### config.mk
export PLATFORM = sky130hd
export DESIGN_NAME = nes_cpu_bus_master
export DESIGN_NICKNAME = d
export VERILOG_FILES = /design/src/rtl/nes_cpu_bus_master.sv
export SDC_FILE = /design/constraint.sdc
export NUM_CORES = 1
export LEC_CHECK = 0
export ABC_CLOCK_PERIOD_IN_PS = 2200
export CAP_MARGIN = 30
export CORE_MARGIN = 2
export CORE_UTILIZATION = 45
export DETAILED_ROUTE_END_ITERATION = 8
export DONT_BUFFER_PORTS = 1
export GPL_ROUTABILITY_DRIVEN = 0
export RECOVER_POWER = 100
export SYNTH_ARGS = -nofsm -noshare
export SYNTH_HDL_FRONTEND = slang
export SYNTH_SLANG_ARGS = --single-unit
### constraint.sdc
create_clock -name clk -period 2.2 [get_ports clk]
set_clock_uncertainty 0.05 [all_clocks]
set_input_delay 0 -clock clk [delete_from_list [all_inputs] [get_ports clk]]
set_output_delay 0 -clock clk [all_outputs]
set_load 0.02 [all_outputs]
### src/rtl/nes_cpu_bus_master.sv
// NES CPU bus initiator: free-running M2 phase generator that turns one valid/ready
// request per CPU cycle into a phased cartridge bus cycle. Optional IRQ sampling: CPU_BUS_MASTER_IRQ_EN.
module nes_cpu_bus_master #(
  parameter int unsigned CYCLE_CLKS  = 12,
  parameter int unsigned M2_LOW_CLKS = 5
) (
  input  logic        clk,
  input  logic        rst_n,
  input  logic        req_valid,
  output logic        req_ready,
  input  logic        req_write,
  input  logic [15:0] req_addr,
  input  logic [7:0]  req_wdata,
  output logic        resp_valid,
  output logic [7:0]  resp_rdata,
  output logic        m2,
  output logic        romsel,
  output logic        cpu_rw_in,
  output logic [14:0] cpu_addr_in,
  output logic [7:0]  cpu_data_out,
  output logic        cpu_data_oe,
  input  logic [7:0]  cpu_data_in,
  input  logic        irq,
  output logic        irq_level
);

  localparam int unsigned PW = $clog2(CYCLE_CLKS);
  localparam logic [PW-1:0] PH_LAST = PW'(CYCLE_CLKS - 1);
  localparam logic [PW-1:0] PH_M2   = PW'(M2_LOW_CLKS);

  typedef enum logic [1:0] {
    IDLE,
    ACTIVE_RD,
    ACTIVE_WR
  } state_t;

  state_t          state, state_next;
  logic [PW-1:0]   ph, ph_next;
  logic            ph_last;
  logic            accept;
  logic [15:0]     lat_addr;
  logic [7:0]      data_q;
  logic            a15_q;

  always_comb begin
    ph_last    = (ph == PH_LAST);
    accept     = req_valid & ph_last;
    ph_next    = ph_last ? '0 : ph + 1'b1;
    state_next = state;
    if (ph_last) begin
      if (accept) state_next = req_write ? ACTIVE_WR : ACTIVE_RD;
      else        state_next = IDLE;
    end
  end

  always_ff @(posedge clk or negedge rst_n) begin
    if (!rst_n) state <= IDLE;
    else        state <= state_next;
  end

  always_ff @(posedge clk or negedge rst_n) begin
    if (!rst_n) begin
      ph          <= '0;
      m2          <= 1'b0;
      lat_addr    <= '0;
      data_q      <= '0;
      a15_q       <= 1'b0;
      cpu_addr_in <= '1;
      cpu_rw_in   <= 1'b1;
      resp_valid  <= 1'b0;
      resp_rdata  <= '0;
    end else begin
      ph         <= ph_next;
      m2         <= (ph_next >= PH_M2);
      resp_valid <= ph_last && (state != IDLE);
      if (accept) begin
        lat_addr <= req_addr;
        if (req_write) data_q <= req_wdata;
      end
      // Bus address/direction change one clk after the M2 fall, giving address hold.
      if (ph == '0) begin
        if (state != IDLE) begin
          cpu_addr_in <= lat_addr[14:0];
          a15_q       <= lat_addr[15];
          cpu_rw_in   <= (state == ACTIVE_RD);
        end else begin
          a15_q     <= 1'b0;
          cpu_rw_in <= 1'b1;
        end
      end
      if (ph_last && (state == ACTIVE_RD)) resp_rdata <= cpu_data_in;
    end
  end

  assign req_ready    = ph_last;
  assign romsel       = ~(m2 & a15_q);
  assign cpu_data_out = data_q;
  assign cpu_data_oe  = (state == ACTIVE_WR) && (ph >= PH_M2);

`ifdef CPU_BUS_MASTER_IRQ_EN
  logic [1:0] irq_sync;

  // Level is sampled once per CPU cycle, at the same point a real CPU polls /IRQ.
  always_ff @(posedge clk or negedge rst_n) begin
    if (!rst_n) begin
      irq_sync  <= '1;
      irq_level <= 1'b0;
    end else begin
      irq_sync <= {irq_sync[0], irq};
      if (ph_last) irq_level <= ~irq_sync[1];
    end
  end
`else
  logic unused_irq;
  assign unused_irq = irq;
  assign irq_level  = 1'b0;
`endif

endmodule
; After elaboration in Yosys (flattened, before gate mapping)
; Cells that the tools add are included.
[word_totals]
reg_bits = 57
elab_cells = 31
[op_classes]
add_sub_neg = 1
order_cmp = 2
eq_ne = 3
n_mux = 5
bitwise = 3
n_reduce_logical = 7
[ops]
columns = operator, n
row1 = 4-bit by 3-bit greater-or-equal comparator with 1-bit output (second input constant), 2
row2 = 4-bit by 1-bit adder with 4-bit output (second input constant), 1
row3 = 4-bit == test (second input constant), 1
row4 = 4-bit logical NOT, 1
row5 = 2-bit 2-to-1 mux, 2
row6 = 4-bit 2-to-1 mux, 1
row7 = 2-bit AND reduction, 2
row8 = 1-bit logical AND, 3
row9 = 1-bit bitwise AND, 2
row10 = 2-bit by 1-bit == test with 1-bit output (second input constant), 1
row11 = 2-bit == test (second input constant), 1
row12 = 1-bit 2-to-1 mux, 2
row13 = 2-bit nonzero test, 1
row14 = 1-bit inverter, 1

; Longest topological paths before layout
[depth]
word_depth = 3
depth_mapped = 6
ltp_nobuf = 5

; Worst setup path after synthesis
; OpenSTA, ideal clock, no wires.
[synth_path]
path_type = reg2reg
from = reg ph[0]
to = reg cpu_addr_in[10]
setup_ps = 82
arrival_time_ps = 1640
required_ps = 2068
path_slack_ps = 428
stages_incl_launch_ff = 7
path_buffers = 1
period_less_slack_ps = 1772
cell_sequence = dfrtp_1 inv_1 ha_1 or3b_4 nor2_8 buf_12 mux2_4
[synth_between]
elab_chain_cells = 2
[synth_rtl]
columns = item, line
row1 = from (decl), 38  ; logic [PW-1:0] ph, ph_next;
row2 = from (signal assigned), 73  ; ph <= ph_next;
row3 = 4-bit logical NOT, 81  ; if (ph == '0) begin
row4 = 2-bit AND reduction (no line), n/a
row5 = to (signal assigned), 83  ; cpu_addr_in <= lat_addr[14:0];
row6 = to (decl), 19  ; output logic [14:0] cpu_addr_in,
; No other way between the ends.
; A chain may end at the register's enable or synchronous reset.

; Final worst setup path
[layout_path]
from = reg ph[0]
to = reg state[0]
[layout_between]
elab_chain_cells = 3
[layout_rtl]
columns = item, line
row1 = 4-bit == test *, 46  ; ph_last = (ph == PH_LAST);
row2 = net req_ready, 10  ; output logic req_ready,
row3 = 1-bit bitwise AND, 47  ; accept = req_valid & ph_last;
row4 = 2-bit 2-to-1 mux, 51  ; if (accept) state_next = req_write ? ACTIVE_WR : ACTIVE_RD;
row5 = to (signal assigned), 58  ; else state <= state_next;
row6 = to (decl), 37  ; state_t state, state_next;
; Mark *: on every way through the listed nets, which the timed path passes. The rest lies on a longest branch.

==> metrics.md <==
| Metric | Value |
|---|---|
| ANT cells | 0 |
| Vias in the first global route | 1491 |
| Commonest non-fill, non-tap cell in the layout | dfrtp_1 |
| Setup TNS | 0 ns |
| Endpoint, Worst Hold | lat_addr[3] |
| Vias | 1350 |
| Post-synth top flop | dfrtp_1 |
| Final cell count without fillers | 267 |
| Chip Width | 76.2 um |
| Core Box Area | 0.00507 mm2 |
| Mapped cell area | 0.00234 mm2 |
| Share of power burned in registers | 0.530 |
| Hold Path Origin | req_addr[3] |
| GRT Util Overall | 0.163 |
| Initial DRC count | 36 |
| Met3 Usage GRT | 0.0604 |
| Worst skew pair latency | 0.32 ns |
| CTS buffer count | 9 |
| CP arrival | 2.22 ns |
| Clock-pin slew of the registers on the worst-case setup and hold paths | 0.06 ns |
| DIE HEIGHT | 76.2 um |
| CTS tree | done |
| Worst hold path type | input port to flop |
| Post-synthesis cell type count | 29 |
| Max Root-Sink Buffers | 2 |
| DRT antenna net count | 0 |
| Worst Setup Path Type | flop to flop |
| # IOs | 75 |
| M2 GR Usage | 0.284 |
| FFs w/ async S/R, synth | 1.00 |
| Peak Freq | 482 MHz |
| DP HPWL | 2700 um |
| Max_cap viols | 0 |
| EDFF count, synth | 0 |
| Initial antenna violation count | 0 |
| Initial Util | 0.462 |
| Die Area | 0.00580 mm2 |
| Startpoint types | flop |
| CP max FO | 17 |
| Nets@finish | 233 |
| DR WL/cell | 16.1 um |
| Final Cycle Share | 0.944 |
| Comb power frac | 0.068 |
| Share of layout cells above drive strength 1 | 0.299 |
| Busiest layer in global routing | met2 |
| Core Rows | 26 |
| Leak | 0.00131 uW |
| Post-CTS Setup Repair Bufs | 0 |
| First-pass GRT wire length | 7250 um |
| Worst path required time | 2.34 ns |
| Minimum clock period after layout | 2.08 ns |
| Routed WL | 4310 um |
| Least-Margin Pin Slew | 1.33 ns |
| Clock sink count | 57 |
| H-tree lvl count | 3 |
| Post-synthesis register bit count | 57 |
| DRC | 0 |
| Area Growth Syn to Fin | 25.3% |
| PD cells | 851 mW/mm2 |
| Met1 Use GR | 0.171 |
| Most frequent cells in the layout | dfrtp_1, mux2_2, dlygate4sd3_1 |
| DR vias/cell | 5.06 |
| Pint | 1920 uW |
| Worst Reg-to-Reg Cells | 6 |
| Clk root buf | clkbuf_8 |
| Final setup viols | 0 |
| FF-to-FF Start | ph[0] |
| First-pass iteration count of the detailed router | 4 |
| Peak VDD IR | 0.694 mV |
| CP Capture Type | flop |
| Final Hold Vio Count | 0 |
| Power share of the clock group | 0.402 |
| Switching pwr | 583 uW |
| Sw Ratio | 0.233 |
| Gr ovfl total | 0 |
| Synth warn | 0 |
| Largest net degree at the start of global routing | 58 |
| Mapped Nets | 186 |
| R2R Path End | state[0] |
| Mean Syn Cell Area | 16.2 um2 |
| Slew Limit Headroom | 0.113 |
| WHS Path Cells | 2 |
| Buffers on Ports | 0 |
| Unrepaired setup endpoints after global routing | false |
| Cell count after synthesis | 145 |
| Status | finished clean |
| Post-Place Cells | 213 |
| Final Slew Violations | 0 |
| R2R Setup Slk | 0.12 ns |
| Register area share after synthesis | 0.617 |
## cell families after synthesis
logic type / Yosys count / share of synthesized area
compound gates: 9 / 0.0240
fa+ha+maj: 4 / 0.0213
buf+inv: 6 / 0.0219
flops: 57 / 0.617
mux: 47 / 0.240
other cells: 1 / 0.00160
simple gates: 21 / 0.0742
## critical path, stage by stage, from the launching register on
cell and delay (ns):
dfrtp_1 0.43, ha_1 0.30, nand3b_4 0.14, clkinv_2 0.19, nand2_8 0.20, o21ai_0 0.09
dlygate4sd3_1 0.55
## power groups by stage
| stage | Sequential, uW | Combinational (uW) | Clock (uW) |
|---|---|---|---|
| finish | 1320 | 170 | 1010 |
| global route | 1340 | 189 | 1100 |
| CTS | 1340 | 195 | 1040 |
| detailed placement | 1360 | 118 | 0 |
| global placement | 1350 | 110 | 0 |
| floorplan | 1340 | 108 | 0 |
## routing by layer
metal  vias up  part of all wire
met2        61              0.52
met1       683              0.39
met3         7             0.079
met5         -                 0
met4         0             0.015
li1        599                 -
## per-stage QoR
stage / total power, uW / hold WS [ns] / setup WS (ns) / utilization / instance area [um2]
final: 2500 / 0.307 / 0.124 / 0.579 / 2940
after global routing: 2630 / 0.296 / 0.0298 / 0.579 / 2940
after CTS: 2580 / 0.0381 / 0.0337 / 0.590 / 2990
after detailed placement: 1480 / -0.344 / 0.197 / 0.473 / 2400
after global placement: 1460 / -0.344 / 0.291 / 0.473 / 2400
after floorplan: 1440 / -0.346 / 0.428 / - / 2340
## cell usage after synthesis, types with 2 or more instances
| library cell | count | share of area |
|---|---|---|
| nor2_1 | 3 | 0.0048 |
| inv_1 | 2 | 0.0032 |
| nand2_1 | 5 | 0.0080 |
| ha_1 | 4 | 0.021 |
| dfstp_2 | 16 | 0.18 |
| dfrtp_1 | 41 | 0.44 |
| nand2b_1 | 3 | 0.0080 |
| mux2_4 | 9 | 0.058 |
| o21ai_0 | 5 | 0.011 |
| mux2_2 | 38 | 0.18 |
## area by class of cell
type,count,area (um2)
fillers,439,2140
flip-flops and latches,57,1450
multi-input cells,82,808
repair buffers,39,379
clock buffers,13,139
well taps,70,87.6
clock inverters,3,65.1
inverters,3,12.5
## timing repair
item / CTS / global route
endpoints found under the hold margin: 91 / 16
resized for setup: 0 / 1
setup endpoints to repair: 0 / 1
hold buffers: 37 / 1
## registers in the layout (all words and copies together), names as in the netlist
register	count
a15_q	1
state	2
m2	1
cpu_addr_in	15
cpu_rw_in	1
lat_addr	16
resp_rdata	8
resp_valid	1
cpu_data_out	8
ph	4
## worst max-delay path by stage
stage / endpoint / slack [ns] / startpoint
after floorplan: cpu_addr_in[10] / 0.43 / ph[0]
after global routing: state[0] / 0.03 / ph[0]
after CTS: state[0] / 0.03 / ph[0]
final: state[0] / 0.12 / ph[0]
after global placement: cpu_addr_in[4] / 0.29 / ph[0]
after detailed placement: cpu_addr_in[2] / 0.20 / ph[0]
Power figures use the tool's default switching activity.
